--- config.mk ---
export PLATFORM = sky130hd
export DESIGN_NAME = fifo_read_arbiter_flat
export DESIGN_NICKNAME = d
export VERILOG_FILES = /design/src/rtl/fifo_read_arbiter_if.sv /design/src/rtl/fifo_read_arbiter.sv /design/src/flat_wrapper.sv
export SDC_FILE = /design/constraint.sdc
export NUM_CORES = 1
export LEC_CHECK = 0
export BUFFER_PORTS_ARGS = -buffer_cell sky130_fd_sc_hd__buf_2
export CAP_MARGIN = 15
export CORE_UTILIZATION = 50
export DETAILED_ROUTE_END_ITERATION = 10
export PLACE_DENSITY = 0.75
export SLEW_MARGIN = 5
export SYNTH_ARGS = -nofsm -noshare
export SYNTH_HDL_FRONTEND = slang
export SYNTH_SLANG_ARGS = --single-unit
--- constraint.sdc ---
create_clock -name R_CLK -period 2.2 [get_ports R_CLK]
set_input_delay 0 -clock R_CLK [delete_from_list [all_inputs] [get_ports R_CLK]]
set_output_delay 0 -clock R_CLK [all_outputs]
set_load 0.005 [all_outputs]
--- src/rtl/fifo_read_arbiter_if.sv ---
// Bus between the FIFO read port, its consumers and the read-port arbiter.
// The arbiter takes the slave side; the consumers/FIFO model take the master side.
interface fifo_read_arbiter_if #(
    parameter int NUM_REQ    = 4,
    parameter int DATA_WIDTH = 8
);
    logic [NUM_REQ-1:0]    REQ;
    logic                  EMPTY_flag;
    logic [DATA_WIDTH-1:0] RDATA;
    logic                  Rinc;
    logic [NUM_REQ-1:0]    GNT;
    logic [DATA_WIDTH-1:0] RD_DATA;
    logic [NUM_REQ-1:0]    RD_VALID;
    logic                  BUSY;

    modport slave (
        input  REQ,
        input  EMPTY_flag,
        input  RDATA,
        output Rinc,
        output GNT,
        output RD_DATA,
        output RD_VALID,
        output BUSY
    );

    modport master (
        output REQ,
        output EMPTY_flag,
        output RDATA,
        input  Rinc,
        input  GNT,
        input  RD_DATA,
        input  RD_VALID,
        input  BUSY
    );
endinterface

--- src/rtl/fifo_read_arbiter.sv ---
// Round-robin arbiter sharing one FIFO read port among NUM_REQ consumers,
// granting bounded bursts and returning popped data one cycle later.
module fifo_read_arbiter #(
    parameter int NUM_REQ    = 4,
    parameter int DATA_WIDTH = 8,
    parameter int MAX_BURST  = 4,
    parameter int STALL_MAX  = 8
) (
    input  logic                 R_CLK,
    input  logic                 RST,
    fifo_read_arbiter_if.slave   bus
);
    localparam int IDX_W = $clog2(NUM_REQ);
    localparam int BC_W  = $clog2(MAX_BURST) + 1;

    typedef enum logic {IDLE, BURST} state_t;

    state_t                state_q, state_d;
    logic [NUM_REQ-1:0]    gnt_q, gnt_d;
    logic [NUM_REQ-1:0]    rd_valid_q, rd_valid_d;
    logic [DATA_WIDTH-1:0] rd_data_q, rd_data_d;
    logic [BC_W-1:0]       burst_cnt_q, burst_cnt_d;
    logic [7:0]            stall_cnt_q, stall_cnt_d;
    logic [IDX_W-1:0]      last_winner_q, last_winner_d;

    logic [IDX_W-1:0]      winner;
    logic                  found;
    int                    idx;
    logic [NUM_REQ-1:0]    winner_onehot;
    logic [NUM_REQ-1:0]    owner_hit;
    logic                  owner_req;
    logic                  rinc;

    // Search upward starting just after the previous winner, wrapping modulo NUM_REQ.
    always_comb begin
        winner = last_winner_q;
        found  = 1'b0;
        idx    = 0;
        for (int i = 1; i <= NUM_REQ; i++) begin
            idx = int'(last_winner_q) + i;
            if (idx >= NUM_REQ) begin
                idx = idx - NUM_REQ;
            end
            if (!found && bus.REQ[idx]) begin
                found  = 1'b1;
                winner = IDX_W'(idx);
            end
        end
    end

    for (genvar gi = 0; gi < NUM_REQ; gi++) begin : g_req
        assign winner_onehot[gi] = (winner == IDX_W'(gi));
        assign owner_hit[gi]     = gnt_q[gi] & bus.REQ[gi];
    end

    assign owner_req = |owner_hit;
    assign rinc      = (state_q == BURST) && owner_req && !bus.EMPTY_flag && !RST;

    always_comb begin
        state_d       = state_q;
        gnt_d         = gnt_q;
        burst_cnt_d   = burst_cnt_q;
        stall_cnt_d   = stall_cnt_q;
        last_winner_d = last_winner_q;
        rd_valid_d    = '0;
        rd_data_d     = rd_data_q;

        if (rinc) begin
            rd_valid_d = gnt_q;
            rd_data_d  = bus.RDATA;
        end

        if (state_q == IDLE) begin
            if (found) begin
                state_d       = BURST;
                gnt_d         = winner_onehot;
                last_winner_d = winner;
                burst_cnt_d   = '0;
                stall_cnt_d   = '0;
            end
        end else begin
            if (!owner_req) begin
                state_d = IDLE;
                gnt_d   = '0;
            end else if (rinc) begin
                burst_cnt_d = burst_cnt_q + 1'b1;
                stall_cnt_d = '0;
                if (burst_cnt_q == BC_W'(MAX_BURST - 1)) begin
                    state_d = IDLE;
                    gnt_d   = '0;
                end
            end else begin
                // Owner still wants data but the FIFO is empty: give up after STALL_MAX cycles.
                stall_cnt_d = stall_cnt_q + 8'd1;
                if (stall_cnt_q == 8'(STALL_MAX - 1)) begin
                    state_d = IDLE;
                    gnt_d   = '0;
                end
            end
        end
    end

    always_ff @(posedge R_CLK) begin
        if (RST) begin
            state_q       <= IDLE;
            gnt_q         <= '0;
            rd_valid_q    <= '0;
            rd_data_q     <= '0;
            burst_cnt_q   <= '0;
            stall_cnt_q   <= '0;
            last_winner_q <= IDX_W'(NUM_REQ - 1);
        end else begin
            state_q       <= state_d;
            gnt_q         <= gnt_d;
            rd_valid_q    <= rd_valid_d;
            rd_data_q     <= rd_data_d;
            burst_cnt_q   <= burst_cnt_d;
            stall_cnt_q   <= stall_cnt_d;
            last_winner_q <= last_winner_d;
        end
    end

    assign bus.Rinc     = rinc;
    assign bus.GNT      = gnt_q;
    assign bus.RD_DATA  = rd_data_q;
    assign bus.RD_VALID = rd_valid_q;
    assign bus.BUSY     = (state_q == BURST);

endmodule

--- src/flat_wrapper.sv ---
// flat-port wrapper written by rule: the top's interface ports become plain ports
module fifo_read_arbiter_flat 
#(
    parameter int NUM_REQ    = 4,
    parameter int DATA_WIDTH = 8,
    parameter int MAX_BURST  = 4,
    parameter int STALL_MAX  = 8
)
  (R_CLK, RST, bus_REQ, bus_EMPTY_flag, bus_RDATA, bus_Rinc, bus_GNT, bus_RD_DATA, bus_RD_VALID, bus_BUSY);
  fifo_read_arbiter_if #(.NUM_REQ(NUM_REQ), .DATA_WIDTH(DATA_WIDTH)) bus_i ();
  input  logic R_CLK;
  input  logic RST;
  input wire logic [$bits(bus_i.REQ)-1:0] bus_REQ;
  input wire logic [$bits(bus_i.EMPTY_flag)-1:0] bus_EMPTY_flag;
  input wire logic [$bits(bus_i.RDATA)-1:0] bus_RDATA;
  output wire logic [$bits(bus_i.Rinc)-1:0] bus_Rinc;
  output wire logic [$bits(bus_i.GNT)-1:0] bus_GNT;
  output wire logic [$bits(bus_i.RD_DATA)-1:0] bus_RD_DATA;
  output wire logic [$bits(bus_i.RD_VALID)-1:0] bus_RD_VALID;
  output wire logic [$bits(bus_i.BUSY)-1:0] bus_BUSY;
  assign bus_i.REQ = bus_REQ;
  assign bus_i.EMPTY_flag = bus_EMPTY_flag;
  assign bus_i.RDATA = bus_RDATA;
  assign bus_Rinc = bus_i.Rinc;
  assign bus_GNT = bus_i.GNT;
  assign bus_RD_DATA = bus_i.RD_DATA;
  assign bus_RD_VALID = bus_i.RD_VALID;
  assign bus_BUSY = bus_i.BUSY;
  fifo_read_arbiter #(.NUM_REQ(NUM_REQ), .DATA_WIDTH(DATA_WIDTH), .MAX_BURST(MAX_BURST), .STALL_MAX(STALL_MAX)) u_core (.R_CLK(R_CLK), .RST(RST), .bus(bus_i));
endmodule
==> summary.txt <==
Finish
  • Layout area overhead: 25.1%
  • Share of cells above drive strength 1: 23.8%
  • Fill count: 210
  • Number of nets in the layout: 219
  • N_diodes: 0

Floorplan
  • Row count: 18
  • Die H: 54.7 um
  • # IOs: 33
  • Die footprint: 2990 sq um
  • Initial core utilization: 54.6%
  • Core area: 2540 sq um
  • Die width: 54.7 um

Synth
  • Synth area leader: dfxtp_1
  • Synth top cells by count: dfxtp_1 (30), nand2_1 (21), a21oi_1 (14)
  • Cell variety after synth: 36
  • Synth Flop Type: dfxtp_1
  • Yosys reg bits: 30
  • Most numerous cell in the Yosys netlist: dfxtp_1
  • Top post-synthesis cells by area: dfxtp_1 (43%), nand2_1 (5.7%), a21oi_1 (5.0%)
  • Top cell type's share of synthesized area: 43.2%
  • Share of flip-flops with an asynchronous set or reset: 0%
  • Synth warn: 0
  • Post-Synthesis Cell Area: 1390 sq um
  • Syn Inst Count: 158
  • Register area share after synthesis: 43.2%
  • Syn_area_per_cell: 8.80 sq um
  • Synth Net Count: 176
  • EDFF count, synth: 0

Global route
  • Initial antenna violation count: 0
  • Vias in the first global route: 1243
  • GRT Total Usage: 24.3%
  • Largest net degree at the start of global routing: 28
  • First-pass GRT wire length: 5.05 mm
  • Grt ovf: 0

STA
  • Final setup TNS: 0 ns
  • Skew final: 0.0157 ns
  • Fin. max-slew vios: 0
  • RSZ-0062 raised after global routing: false
  • Final worst setup slack: 0.445 ns
  • Minimum clock period: 1.76 ns
  • Fmax: 570 MHz
  • Least-Margin Pin Slew: 0.647 ns
  • Final setup viols: 0
  • Slew HR: 56.7%
  • Hold Vio Cnt, Final: 0
  • Period utilization: 79.8%

Placed design
  • HPWL after DPL: 2.24 mm
  • Pre-CTS setup slack: 0.524 ns
  • IO Port Bufs: 32
  • GPL Wtd Cong: 0.891

Hold path
  • Hold WC Path Type: input pin to register

Clocking
  • Post-cts sizing count: 0
  • TritonCTS Buffers: 5
  • Clock Latency Late Sink: 0.32 ns
  • Htree depth: 2
  • Clk root buf: clkbuf_4
  • Setup bufs post-CTS: 0
  • Cts hold-fix bufs: 9
  • CTS tree: yes
  • Clk slew on worst S/H paths: 0.10 ns
  • Clock Sinks: 30
  • Clk buf depth: 2

Pwr
  • Peak VDD IR: 754 uV
  • Combinational share of power: 13.9%
  • Pleak: 0.704 nW
  • Net switching power: 0.311 mW
  • Sequential Power Share: 49.7%
  • PD cells: 680 nW/um^2
  • Sw Share: 26.3%
  • Int Pwr: 0.871 mW
  • Clk pwr share: 36.5%

Detailed routing
  • Vias per cell: 5.83
  • 1st-pass router iterations: 4
  • Initial DRC count: 56
  • DRC Markers: 0
  • Via count: 1352
  • DRT Wirelength: 3.26 mm
  • WL/cell: 14.0 um
  • Detail Route Antenna Nets: 0

Setup path
  • Worst setup EP type: register
  • Worst Path Max Fanout: 4
  • Worst setup SP type: register
  • Kind of critical path: register to register
  • Crit path DAT: 1.98 ns
  • CP Data Required Time: 2.42 ns

Job
  • Max-cap viol count: 0

Run status
  • Status: completed
final cells by class:
class	count	area (sq um)	share of cell area [%]
sequential	30	601	34.5
clock inverter	3	40.0	2.30
timing repair buffer	43	265	15.3
inverter	6	22.5	1.29
clock buffer	5	37.5	2.16
tap	30	37.5	2.16
multi-input combinational	115	736	42.3
per-layer routing:
layer  vias to the layer above  part of all wire [%]  GRT usage (%)
li1                        672                     -              -
met1                       622                    45           27.0
met2                        49                    48           42.6
met3                         9                   5.4           5.56
met4                         0                   1.8           12.4
met5                         -                     0              0
kinds of logic (layout without fill, tap and decap cells):
| logic type | Yosys count | count (layout) | share of synthesized area, % |
|---|---|---|---|
| compound gates | 47 | 47 | 24.1 |
| flops | 30 | 30 | 43.2 |
| mux | 1 | 1 | 0.720 |
| fa+ha+maj | 3 | 3 | 2.70 |
| buf+inv | 13 | 57 | 3.87 |
| simple gates | 64 | 64 | 25.4 |
sequential cells by signal (all words and copies together), names as in the netlist:
register and cells:
u_core.bus.BUSY 1, u_core.bus.GNT 4, u_core.bus.RD_DATA 8, u_core.stall_cnt_q 8, u_core.bus.RD_VALID 4, u_core.last_winner_q 2, u_core.burst_cnt_q 3
final timing paths:
kind / slack [ns] / to / depth (start not counted) / from
max: 0.44 / u_core.bus.GNT[1]$_SDFFE_PP0P_ / 4 / u_core.stall_cnt_q[6]$_SDFFE_PP0P_
min reg2reg: 0.47 / u_core.bus.RD_DATA[0]$_SDFFE_PP0P_ / 2 / u_core.bus.RD_DATA[0]$_SDFFE_PP0P_
max reg2reg: 0.44 / u_core.bus.GNT[1]$_SDFFE_PP0P_ / 4 / u_core.stall_cnt_q[6]$_SDFFE_PP0P_
min: 0.16 / u_core.last_winner_q[1]$_SDFFE_PP1P_ / 3 / bus_REQ[2]
worst max-delay path, cell delays in order (launching register included):
cell	delay (ns)
dfxtp_1	0.35
or4_1	0.52
nor4_1	0.38
o41ai_2	0.18
a32o_1	0.23
layout by cell type (no fill, tap or decap), types with 5 or more instances in the layout:
cell and n:
or3_1 5, nand2b_1 5, o31ai_1 6, buf_2 32, or4_1 6, dlygate4sd3_1 9
nand2_1 21, a21oi_1 14, dfxtp_1 30, and2_1 5, o21ai_0 11, inv_1 6
clkbuf_4 5
power groups by stage:
stage | sequential (mW) | clock, mW | combinational (mW)
floorplan | 0.590 | 0 | 0.0990
global placement | 0.596 | 0 | 0.141
detailed placement | 0.598 | 0 | 0.149
CTS | 0.585 | 0.436 | 0.162
global route | 0.590 | 0.454 | 0.179
finish | 0.587 | 0.431 | 0.164
stage by stage:
| step | power [mW] | hold slack, ns | util, % | cells | area [sq um] |
|---|---|---|---|---|---|
| 2_1_floorplan | 0.689 | 0.109 | - | 158 | 1390 |
| 4_1_cts | 1.18 | 0.143 | 68.3 | 232 | 1740 |
| 3_5_place_dp | 0.747 | 0.200 | 61.8 | 215 | 1570 |
| 5_1_grt | 1.22 | 0.165 | 68.3 | 232 | 1740 |
| 3_3_place_gp | 0.737 | 0.195 | 61.8 | 215 | 1570 |
| 6_report | 1.18 | 0.161 | 68.3 | 232 | 1740 |
No activity file was read; power rests on OpenSTA's default activity.
